==> config.mk <==
export PLATFORM = sky130hd
export DESIGN_NAME = dpi_call_sequencer_flat
export DESIGN_NICKNAME = d
export VERILOG_FILES = /design/src/rtl/dpi_call_sequencer_if.sv /design/src/rtl/dpi_call_sequencer.sv /design/src/flat_wrapper.sv
export SDC_FILE = /design/constraint.sdc
export NUM_CORES = 1
export LEC_CHECK = 0
export BUFFER_PORTS_ARGS = -buffer_cell sky130_fd_sc_hd__clkbuf_2
export CORE_ASPECT_RATIO = 1.4
export CORE_MARGIN = 8
export CORE_UTILIZATION = 56
export DETAILED_ROUTE_END_ITERATION = 16
export GPL_TIMING_DRIVEN = 1
export PLACE_DENSITY = 0.92
export SLEW_MARGIN = 20
export SYNTH_ARGS = -nofsm -noshare
export SYNTH_HDL_FRONTEND = slang
export SYNTH_SLANG_ARGS = --single-unit
==> constraint.sdc <==
create_clock -name i_clk -period 3.1 [get_ports i_clk]
set_input_delay 0.31 -clock i_clk [delete_from_list [all_inputs] [get_ports i_clk]]
set_output_delay 0.31 -clock i_clk [all_outputs]
set_load 0.03 [all_outputs]
==> src/rtl/dpi_call_sequencer_if.sv <==
// Call-argument handshake bundle between the sequencer and the DPI call stage.
//   call_valid : argument valid (sequencer -> consumer)
//   call_ready : consumer accepts argument (consumer -> sequencer)
//   call_arg   : argument for one hello_world(int) invocation
interface dpi_call_sequencer_if #(
  parameter int unsigned ARG_W = 32
);
  logic             call_valid;
  logic             call_ready;
  logic [ARG_W-1:0] call_arg;

  modport master (output call_valid, output call_arg, input call_ready);
  modport slave  (input call_valid, input call_arg, output call_ready);
endinterface

==> src/rtl/dpi_call_sequencer.sv <==
// Generates the arithmetic argument sequence base, base+step, ... and offers
// each value on a valid/ready handshake to the DPI call stage.
//   i_clk, i_reset      : clock, synchronous active-high reset
//   i_start             : start request (honoured in IDLE, or DONE after the pulse)
//   i_cfg_base/step     : first argument and per-call increment (wraps)
//   i_cfg_count         : number of calls in the sequence
//   i_cfg_gap           : idle cycles after each accepted call
//   call_if (master)    : call_valid / call_ready / call_arg
//   o_busy              : high while in ISSUE or GAP
//   o_done              : one-cycle pulse on entry to DONE
//   o_calls_issued      : handshakes completed in the current sequence
module dpi_call_sequencer #(
  parameter int unsigned ARG_W   = 32,
  parameter int unsigned COUNT_W = 16,
  parameter int unsigned GAP_W   = 8
) (
  input  logic                     i_clk,
  input  logic                     i_reset,
  input  logic                     i_start,
  input  logic [ARG_W-1:0]         i_cfg_base,
  input  logic [ARG_W-1:0]         i_cfg_step,
  input  logic [COUNT_W-1:0]       i_cfg_count,
  input  logic [GAP_W-1:0]         i_cfg_gap,
  dpi_call_sequencer_if.master     call_if,
  output logic                     o_busy,
  output logic                     o_done,
  output logic [COUNT_W-1:0]       o_calls_issued
);

  typedef enum logic [1:0] {S_IDLE, S_ISSUE, S_GAP, S_DONE} state_t;

  state_t               r_state,   w_state_nxt;
  logic [ARG_W-1:0]     r_step,    w_step_nxt;
  logic [COUNT_W-1:0]   r_count,   w_count_nxt;
  logic [GAP_W-1:0]     r_gap,     w_gap_nxt;
  logic [GAP_W-1:0]     r_gap_cnt, w_gap_cnt_nxt;
  logic [ARG_W-1:0]     r_arg,     w_arg_nxt;
  logic                 r_valid,   w_valid_nxt;
  logic                 r_busy,    w_busy_nxt;
  logic                 r_done,    w_done_nxt;
  logic [COUNT_W-1:0]   r_issued,  w_issued_nxt;
  logic                 w_hs;
  logic                 w_start_ok;
  logic [COUNT_W-1:0]   w_issued_inc;

  // State and datapath registers
  always_ff @(posedge i_clk) begin
    if (i_reset) begin
      r_state   <= S_IDLE;
      r_step    <= '0;
      r_count   <= '0;
      r_gap     <= '0;
      r_gap_cnt <= '0;
      r_arg     <= '0;
      r_valid   <= 1'b0;
      r_busy    <= 1'b0;
      r_done    <= 1'b0;
      r_issued  <= '0;
    end else begin
      r_state   <= w_state_nxt;
      r_step    <= w_step_nxt;
      r_count   <= w_count_nxt;
      r_gap     <= w_gap_nxt;
      r_gap_cnt <= w_gap_cnt_nxt;
      r_arg     <= w_arg_nxt;
      r_valid   <= w_valid_nxt;
      r_busy    <= w_busy_nxt;
      r_done    <= w_done_nxt;
      r_issued  <= w_issued_nxt;
    end
  end

  // Next-state and next-output logic
  always_comb begin
    w_state_nxt   = r_state;
    w_step_nxt    = r_step;
    w_count_nxt   = r_count;
    w_gap_nxt     = r_gap;
    w_gap_cnt_nxt = r_gap_cnt;
    w_arg_nxt     = r_arg;
    w_valid_nxt   = r_valid;
    w_busy_nxt    = r_busy;
    w_done_nxt    = 1'b0;
    w_issued_nxt  = r_issued;

    w_hs         = r_valid & call_if.call_ready;
    w_issued_inc = r_issued + COUNT_W'(1);
    // The cycle carrying the done pulse is the DONE entry cycle; start is ignored there.
    w_start_ok   = i_start & ((r_state == S_IDLE) | ((r_state == S_DONE) & ~r_done));

    case (r_state)
      S_IDLE, S_DONE: begin
        if (w_start_ok) begin
          w_step_nxt   = i_cfg_step;
          w_count_nxt  = i_cfg_count;
          w_gap_nxt    = i_cfg_gap;
          w_arg_nxt    = i_cfg_base;
          w_issued_nxt = '0;
          if (i_cfg_count == '0) begin
            w_state_nxt = S_DONE;
            w_done_nxt  = 1'b1;
            w_valid_nxt = 1'b0;
            w_busy_nxt  = 1'b0;
          end else begin
            w_state_nxt = S_ISSUE;
            w_valid_nxt = 1'b1;
            w_busy_nxt  = 1'b1;
          end
        end
      end
      S_ISSUE: begin
        if (w_hs) begin
          w_issued_nxt = w_issued_inc;
          w_arg_nxt    = r_arg + r_step;
          if (w_issued_inc == r_count) begin
            w_state_nxt = S_DONE;
            w_done_nxt  = 1'b1;
            w_valid_nxt = 1'b0;
            w_busy_nxt  = 1'b0;
          end else if (r_gap != '0) begin
            w_state_nxt   = S_GAP;
            w_gap_cnt_nxt = r_gap;
            w_valid_nxt   = 1'b0;
          end
        end
      end
      S_GAP: begin
        // Leaving at count 1 gives exactly r_gap idle cycles.
        if (r_gap_cnt == GAP_W'(1)) begin
          w_state_nxt = S_ISSUE;
          w_valid_nxt = 1'b1;
        end else begin
          w_gap_cnt_nxt = r_gap_cnt - GAP_W'(1);
        end
      end
      default: begin
        w_state_nxt = S_IDLE;
        w_valid_nxt = 1'b0;
        w_busy_nxt  = 1'b0;
      end
    endcase
  end

  assign call_if.call_valid = r_valid;
  assign call_if.call_arg   = r_arg;
  assign o_busy             = r_busy;
  assign o_done             = r_done;
  assign o_calls_issued     = r_issued;

endmodule

==> src/flat_wrapper.sv <==
// flat-port wrapper written by rule: the top's interface ports become plain ports
module dpi_call_sequencer_flat 
#(
  parameter int unsigned ARG_W   = 32,
  parameter int unsigned COUNT_W = 16,
  parameter int unsigned GAP_W   = 8
)
  (i_clk, i_reset, i_start, i_cfg_base, i_cfg_step, i_cfg_count, i_cfg_gap, o_busy, o_done, o_calls_issued, call_if_call_valid, call_if_call_arg, call_if_call_ready);
  dpi_call_sequencer_if #(.ARG_W(ARG_W)) call_if_i ();
  input  logic i_clk;
  input  logic i_reset;
  input  logic i_start;
  input  logic [ARG_W-1:0] i_cfg_base;
  input  logic [ARG_W-1:0] i_cfg_step;
  input  logic [COUNT_W-1:0] i_cfg_count;
  input  logic [GAP_W-1:0] i_cfg_gap;
  output logic o_busy;
  output logic o_done;
  output logic [COUNT_W-1:0] o_calls_issued;
  output wire logic [$bits(call_if_i.call_valid)-1:0] call_if_call_valid;
  output wire logic [$bits(call_if_i.call_arg)-1:0] call_if_call_arg;
  input wire logic [$bits(call_if_i.call_ready)-1:0] call_if_call_ready;
  assign call_if_call_valid = call_if_i.call_valid;
  assign call_if_call_arg = call_if_i.call_arg;
  assign call_if_i.call_ready = call_if_call_ready;
  dpi_call_sequencer #(.ARG_W(ARG_W), .COUNT_W(COUNT_W), .GAP_W(GAP_W)) u_core (.i_clk(i_clk), .i_reset(i_reset), .i_start(i_start), .i_cfg_base(i_cfg_base), .i_cfg_step(i_cfg_step), .i_cfg_count(i_cfg_count), .i_cfg_gap(i_cfg_gap), .call_if(call_if_i), .o_busy(o_busy), .o_done(o_done), .o_calls_issued(o_calls_issued));
endmodule
==> flow_metrics.py, run 1 <==
metrics = {
    "outcome": {
        "status": "complete, no violations",
    },
    "placed_design": {
        "gp_congestion": 0.901,
        "dpl.hpwl_um": 15300,
        "io_buffer_count": 142,
    },
    "logic_synthesis": {
        "ys_top_cells_by_area": "dfxtp_1, nand2_1, a21oi_1, ha_1, nor2_1",
        "async_flop_share_pct": 0,
        "synth.net_count": 1115,
        "synth_largest_area_cell": "dfxtp_1",
        "yosysSeqAreaShare_pct": 32.2,
        "yosysMostFrequentCell": "nand2_1",
        "synth_edf_count": 0,
        "synth_top_area_share_pct": 32.2,
        "synth-seq-cells": 117,
        "dominantRegCellSynth": "dfxtp_1",
        "yosysWarningCount": 0,
        "syn-cell-area_sq_um": 7280,
        "synth.distinct_cells": 69,
        "syn_inst": 984,
        "syn_area_per_cell_sq_um": 7.39,
        "synthTopCellsByCount": "nand2_1, a21oi_1, dfxtp_1, nor2_1, clkbuf_1",
    },
    "clocking": {
        "path_clk_slew_ns": 0.06,
        "cts-hold-fix-buffers": 0,
        "insertion_delay_ns": 0.41,
        "cts_inserted_buffers": 17,
        "clock-sinks": 117,
        "cts_tree": "built",
        "cts-root-buf": "clkbuf_16",
        "cts_max_level": 4,
        "clockBufferDepth": 2,
    },
    "die": {
        "fp.dieW_um": 112,
        "pin_count": 143,
        "die_h_um": 151,
        "rows": 49,
        "start_util_pct": 57.1,
        "die_area_sq_um": 16900,
        "core_sq_um": 12800,
    },
    "cells_and_area": {
        "drive_gt1_share_pct": 18.6,
        "syn2layout_area_growth_pct": 20.6,
        "fin_nets": 1233,
        "antenna_cells": 0,
    },
    "timing": {
        "fin_crit_sh_pct": 92.6,
        "fin_skew_ns": 0.00810,
        "hold_viol": 0,
        "layout_min_cycle_time_ns": 2.87,
        "tightestPinTransition_ns": 0.820,
        "rsz0062_at_grt": "no",
        "slew-limit-headroom_pct": 45.3,
        "hold_slack_ns": 0.114,
        "setup_viol": 0,
        "max_freq_mhz": 348,
        "slew_violations": 0,
        "setup_tns_ns": 0,
    },
    "global_routing": {
        "grt_first_pass_wirelength_um": 34700,
        "grt_max_degree": 77,
        "grt_pass1_vias": 7531,
        "grt_remaining_overflow": 0,
        "grt_use_total_pct": 25.1,
        "grt_antenna_before_repair": 0,
    },
    "job": {
        "cap_violations": 0,
    },
    "setup_path": {
        "crit_family": "simple AND/OR/NAND/NOR gates",
        "cp_max_fo": 9,
        "cp_slowest_cell": "a2111o_1",
        "path_class": "register to register",
        "reg2reg_slack_ns": 0.23,
        "start_kind": "register",
        "timing.rr.start": "u_core.o_calls_issued[2]",
        "slowest_delay_ns": 0.54,
        "crit_buf_inv": 0,
        "required_ns": 3.40,
        "rr_endpoint": "u_core.r_state[0]",
        "end_kind": "register",
        "path_cells": "and4_1, nand4_4, or2_1, or3_1, a2111o_1, nand2_1, o21ai_1, a221oi_1",
        "reg2reg_depth": 8,
        "arrival_ns": 3.17,
    },
    "min_path": {
        "hold_end": "u_core.r_step[6]",
        "min_from": "i_cfg_step[6]",
        "hold_depth": 3,
        "hold_path_class": "input pin to register",
    },
    "power": {
        "power.total_w": 0.00897,
        "leakage_nw": 3.74,
        "vdd_drop_max_mv": 0.683,
        "powerDensity_nw_per_um2": 1020,
    },
    "drt": {
        "drc": 0,
        "viasPerCell": 6.14,
        "drt_iter0_drc": 691,
        "drtPass1Iterations": 6,
        "drt-wirelength-per-cell_um": 17.1,
        "ant_nets": 0,
        "wirelength_um": 21700,
        "vias": 7791,
    },
}
-- worst max path at each step --
stage	cells past startpoint	start	end	slack, ns
2_1_floorplan	11	u_core.o_calls_issued[0]	u_core.r_gap_cnt[0]	0.18
3_3_place_gp	10	u_core.o_calls_issued[1]	u_core.r_gap_cnt[6]	0.37
3_5_place_dp	10	u_core.o_calls_issued[1]	u_core.r_gap_cnt[6]	0.18
4_1_cts	10	u_core.o_calls_issued[1]	u_core.r_gap_cnt[6]	0.22
5_1_grt	9	u_core.call_if.call_arg[8]	u_core.call_if.call_arg[23]	0.09
6_report	8	u_core.o_calls_issued[2]	u_core.r_state[0]	0.23
-- kinds of logic after synthesis --
group | Yosys count | synth area share [%]
xor gates and xnor gates | 39 | 4.69
AOI/OAI and AO/OA | 291 | 24.7
buffers and inverters | 83 | 4.45
and+or+nand+nor | 404 | 25.6
muxes | 11 | 1.53
DFF | 117 | 32.2
adders and majority gates | 39 | 6.81
-- flip-flops by register name, summed over array words and instances, names as in the netlist --
register                   cells
u_core.o_busy                  1
u_core.r_step                 32
u_core.o_done                  1
u_core.r_gap                   8
u_core.call_if.call_valid      1
u_core.call_if.call_arg       32
u_core.r_gap_cnt               8
u_core.r_count                16
u_core.r_state                 2
u_core.o_calls_issued         16
-- report_power, final --
| group | switching, W | total, W | internal (W) | leakage [nW] |
|---|---|---|---|---|
| clock network | 0.000705 | 0.00210 | 0.00139 | 0.309 |
| logic | 0.00303 | 0.00462 | 0.00159 | 2.47 |
| registers | 0.000335 | 0.00226 | 0.00192 | 0.957 |
-- worst min-delay path, cell delays in order --
cell	delay, ns
clkbuf_2	0.08
nand2_1	0.04
a21oi_1	0.05
-- per-layer routing --
metal	up-vias	track usage (%)	routed length [um]
met3	75	5.79	1620
met2	363	46.1	11000
met5	-	0	0
met4	0	13.9	864
met1	3606	26.1	8220
li1	3747	-	-
-- per-stage QoR --
step | utilization [%] | worst slack [ns] | instance area (sq um) | instances
2_1_floorplan | - | 0.180 | 7280 | 984
3_5_place_dp | 63.8 | 0.179 | 8140 | 1236
5_1_grt | 68.8 | 0.0927 | 8770 | 1268
6_report | 68.8 | 0.229 | 8770 | 1268
3_3_place_gp | 63.8 | 0.367 | 8140 | 1236
4_1_cts | 68.8 | 0.220 | 8770 | 1268
-- cell type report --
type / count / area [sq um]
clock buffer: 25 / 515
fill: 1047 / 3980
inverter: 23 / 86.3
timing repair buffer: 159 / 891
multi-input combinational: 784 / 4630
sequential: 117 / 2340
clock inverter: 7 / 116
tap: 153 / 191
-- layout by cell type (no fill, tap or decap), types with 5 or more instances in the layout --
cell         n
clkbuf_8     6
ha_1        36
nor3_1      21
xor2_1      12
nand2b_1    10
clkbuf_2   141
and3_1      12
nand2_1    189
a21oi_1    136
clkbuf_16   17
o21ai_0     42
nand3_1     27
o21bai_1     7
a211o_1      5
inv_1       22
a211oi_1    26
a31oi_1      6
nand4_1      8
nand3b_1     5
a21o_1      14
o211ai_1    10
dfxtp_1    117
nor4_1      17
nor2b_1      9
buf_4       14
xnor2_1     27
or3_1        8
nor2_1      72
mux2i_1     10
o21a_1       6
-- timing repair --
action / CTS / global route
gates resized for setup: 0 / 1
setup buffers: 0 / 0
setup endpoints to repair: 0 / 2
(Power assumes the default switching activity.)
==> run 2, diff against run 1 <==
--- a/config.mk
+++ b/config.mk
@@ -5,13 +5,14 @@
 export SDC_FILE = /design/constraint.sdc
 export NUM_CORES = 1
 export LEC_CHECK = 0
-export BUFFER_PORTS_ARGS = -buffer_cell sky130_fd_sc_hd__clkbuf_2
 export CORE_ASPECT_RATIO = 1.4
 export CORE_MARGIN = 8
-export CORE_UTILIZATION = 56
+export CORE_UTILIZATION = 64
+export CTS_CLUSTER_DIAMETER = 60
 export DETAILED_ROUTE_END_ITERATION = 16
+export DONT_BUFFER_PORTS = 1
 export GPL_TIMING_DRIVEN = 1
-export PLACE_DENSITY = 0.92
+export PLACE_DENSITY = 0.91
 export SLEW_MARGIN = 20
 export SYNTH_ARGS = -nofsm -noshare
 export SYNTH_HDL_FRONTEND = slang
==> run 2 against run 1 <==
Flip-flop and latch count is the same. Combinational power shrank 5.0%. Cell count shrank 9.5%. Non-clock buffer count shrank 111. Largest power group unchanged.
==> flow_metrics.py, run 2 (same netlist as run 1, synthesis figures left out) <==
metrics = {
    "outcome": {
        "status": "complete, no violations",
    },
    "drt": {
        "drtPass1Iterations": 5,
        "viasPerCell": 6.36,
        "drc": 0,
        "drt_iter0_drc": 476,
        "drt-wirelength-per-cell_um": 18.4,
        "ant_nets": 0,
        "vias": 7302,
        "wirelength_um": 21200,
    },
    "die": {
        "core_sq_um": 11200,
        "fp.dieW_um": 106,
        "pin_count": 143,
        "start_util_pct": 64.8,
        "die_h_um": 142,
        "die_area_sq_um": 15100,
        "rows": 46,
    },
    "timing": {
        "layout_min_cycle_time_ns": 2.87,
        "slew_violations": 0,
        "setup_viol": 0,
        "fin_skew_ns": 0.0115,
        "hold_viol": 0,
        "slew-limit-headroom_pct": 53.1,
        "fin_crit_sh_pct": 92.5,
        "worst_slack_ns": 0.233,
        "max_freq_mhz": 349,
        "rsz0062_at_grt": "no",
        "setup_tns_ns": 0,
        "hold_slack_ns": 0.0138,
        "tightestPinTransition_ns": 0.703,
    },
    "global_routing": {
        "grt_first_pass_wirelength_um": 33800,
        "grt_max_degree": 112,
        "grt_use_total_pct": 27.4,
        "grt_pass1_vias": 7311,
        "grt_antenna_before_repair": 0,
        "grt_remaining_overflow": 0,
    },
    "cells_and_area": {
        "fin_nets": 1122,
        "fin_cells": 1148,
        "layout_commonest_cell": "nand2_1",
        "antenna_cells": 0,
        "final_cell_mix": "nand2_1, a21oi_1, dfxtp_1",
        "fin_util_pct": 73.2,
        "drive_gt1_share_pct": 9.56,
        "syn2layout_area_growth_pct": 12.9,
    },
    "clocking": {
        "cts-root-buf": "clkbuf_16",
        "cts_max_level": 4,
        "cts_tree": "built",
        "clockBufferDepth": 2,
        "clock-sinks": 117,
        "cts_inserted_buffers": 17,
        "path_clk_slew_ns": 0.05,
        "insertion_delay_ns": 0.42,
    },
    "placed_design": {
        "dp_cells": 1114,
        "dpl.hpwl_um": 14600,
        "dp_slack_ns": 0.166,
        "io_buffer_count": 0,
        "gp_congestion": 0.941,
    },
    "setup_path": {
        "arrival_ns": 3.20,
        "required_ns": 3.43,
        "end_kind": "register",
        "reg2reg_slack_ns": 0.23,
        "cp_max_fo": 4,
        "path_class": "register to register",
        "start_kind": "register",
    },
    "power": {
        "leakage_nw": 3.25,
        "vdd_drop_max_mv": 0.874,
        "powerDensity_nw_per_um2": 1060,
    },
    "min_path": {
        "hold_path_class": "input pin to register",
    },
    "job": {
        "cap_violations": 0,
    },
}
run 2: path summary, 6_finish.rpt:
path                         start  cells after the start                           to
setup / recovery  u_core.r_step[0]                     11  u_core.call_if.call_arg[30]
setup reg to reg  u_core.r_step[0]                     11  u_core.call_if.call_arg[30]
hold / removal             i_reset                      1          u_core.r_gap_cnt[4]
hold reg to reg   u_core.r_step[8]                      2             u_core.r_step[8]
run 2: layout make-up:
type	instances	area, sq um
multi-input cells	784	4630
fillers	857	3010
flip-flops and latches	117	2340
clock buffers	20	447
repair buffers	48	395
well taps	144	180
clock inverters	12	131
inverters	23	86.3
run 2: power breakdown:
| group | switching [W] | internal, W |
|---|---|---|
| Sequential | 0.000453 | 0.00192 |
| Clock | 0.000722 | 0.00120 |
| Combinational | 0.00286 | 0.00153 |
run 2: metrics by stage:
step | instance area, sq um | power (W)
floorplan | 7280 | 0.00553
global placement | 7600 | 0.00652
detailed placement | 7600 | 0.00667
CTS | 8210 | 0.00864
global route | 8220 | 0.00925
finish | 8220 | 0.00868
run 2: routing by layer:
layer / part of all wire (%) / GRT usage (%) / vias to the layer above
li1: - / - / 3520
met4: 4.6 / 16.3 / 0
met2: 50 / 48.4 / 338
met5: 0 / 0 / -
met3: 9.0 / 7.57 / 72
met1: 36 / 28.2 / 3372
run 2: critical path: stages (launching register included):
cell and delay, ns:
dfxtp_1 0.34, ha_1 0.19, inv_1 0.06, fa_1 0.38, nor2b_1 0.22, o31a_1 0.23
o21a_1 0.25, o21ai_0 0.18, a211oi_1 0.45, o31a_1 0.18, o2111ai_1 0.10, a41oi_1 0.21
run 2: timing repair:
action	CTS	global route
resized for setup	0	2
endpoints found under the hold margin	111	0
hold buffers	2	0
buffers inserted	0	0
setup endpoints to repair	0	8
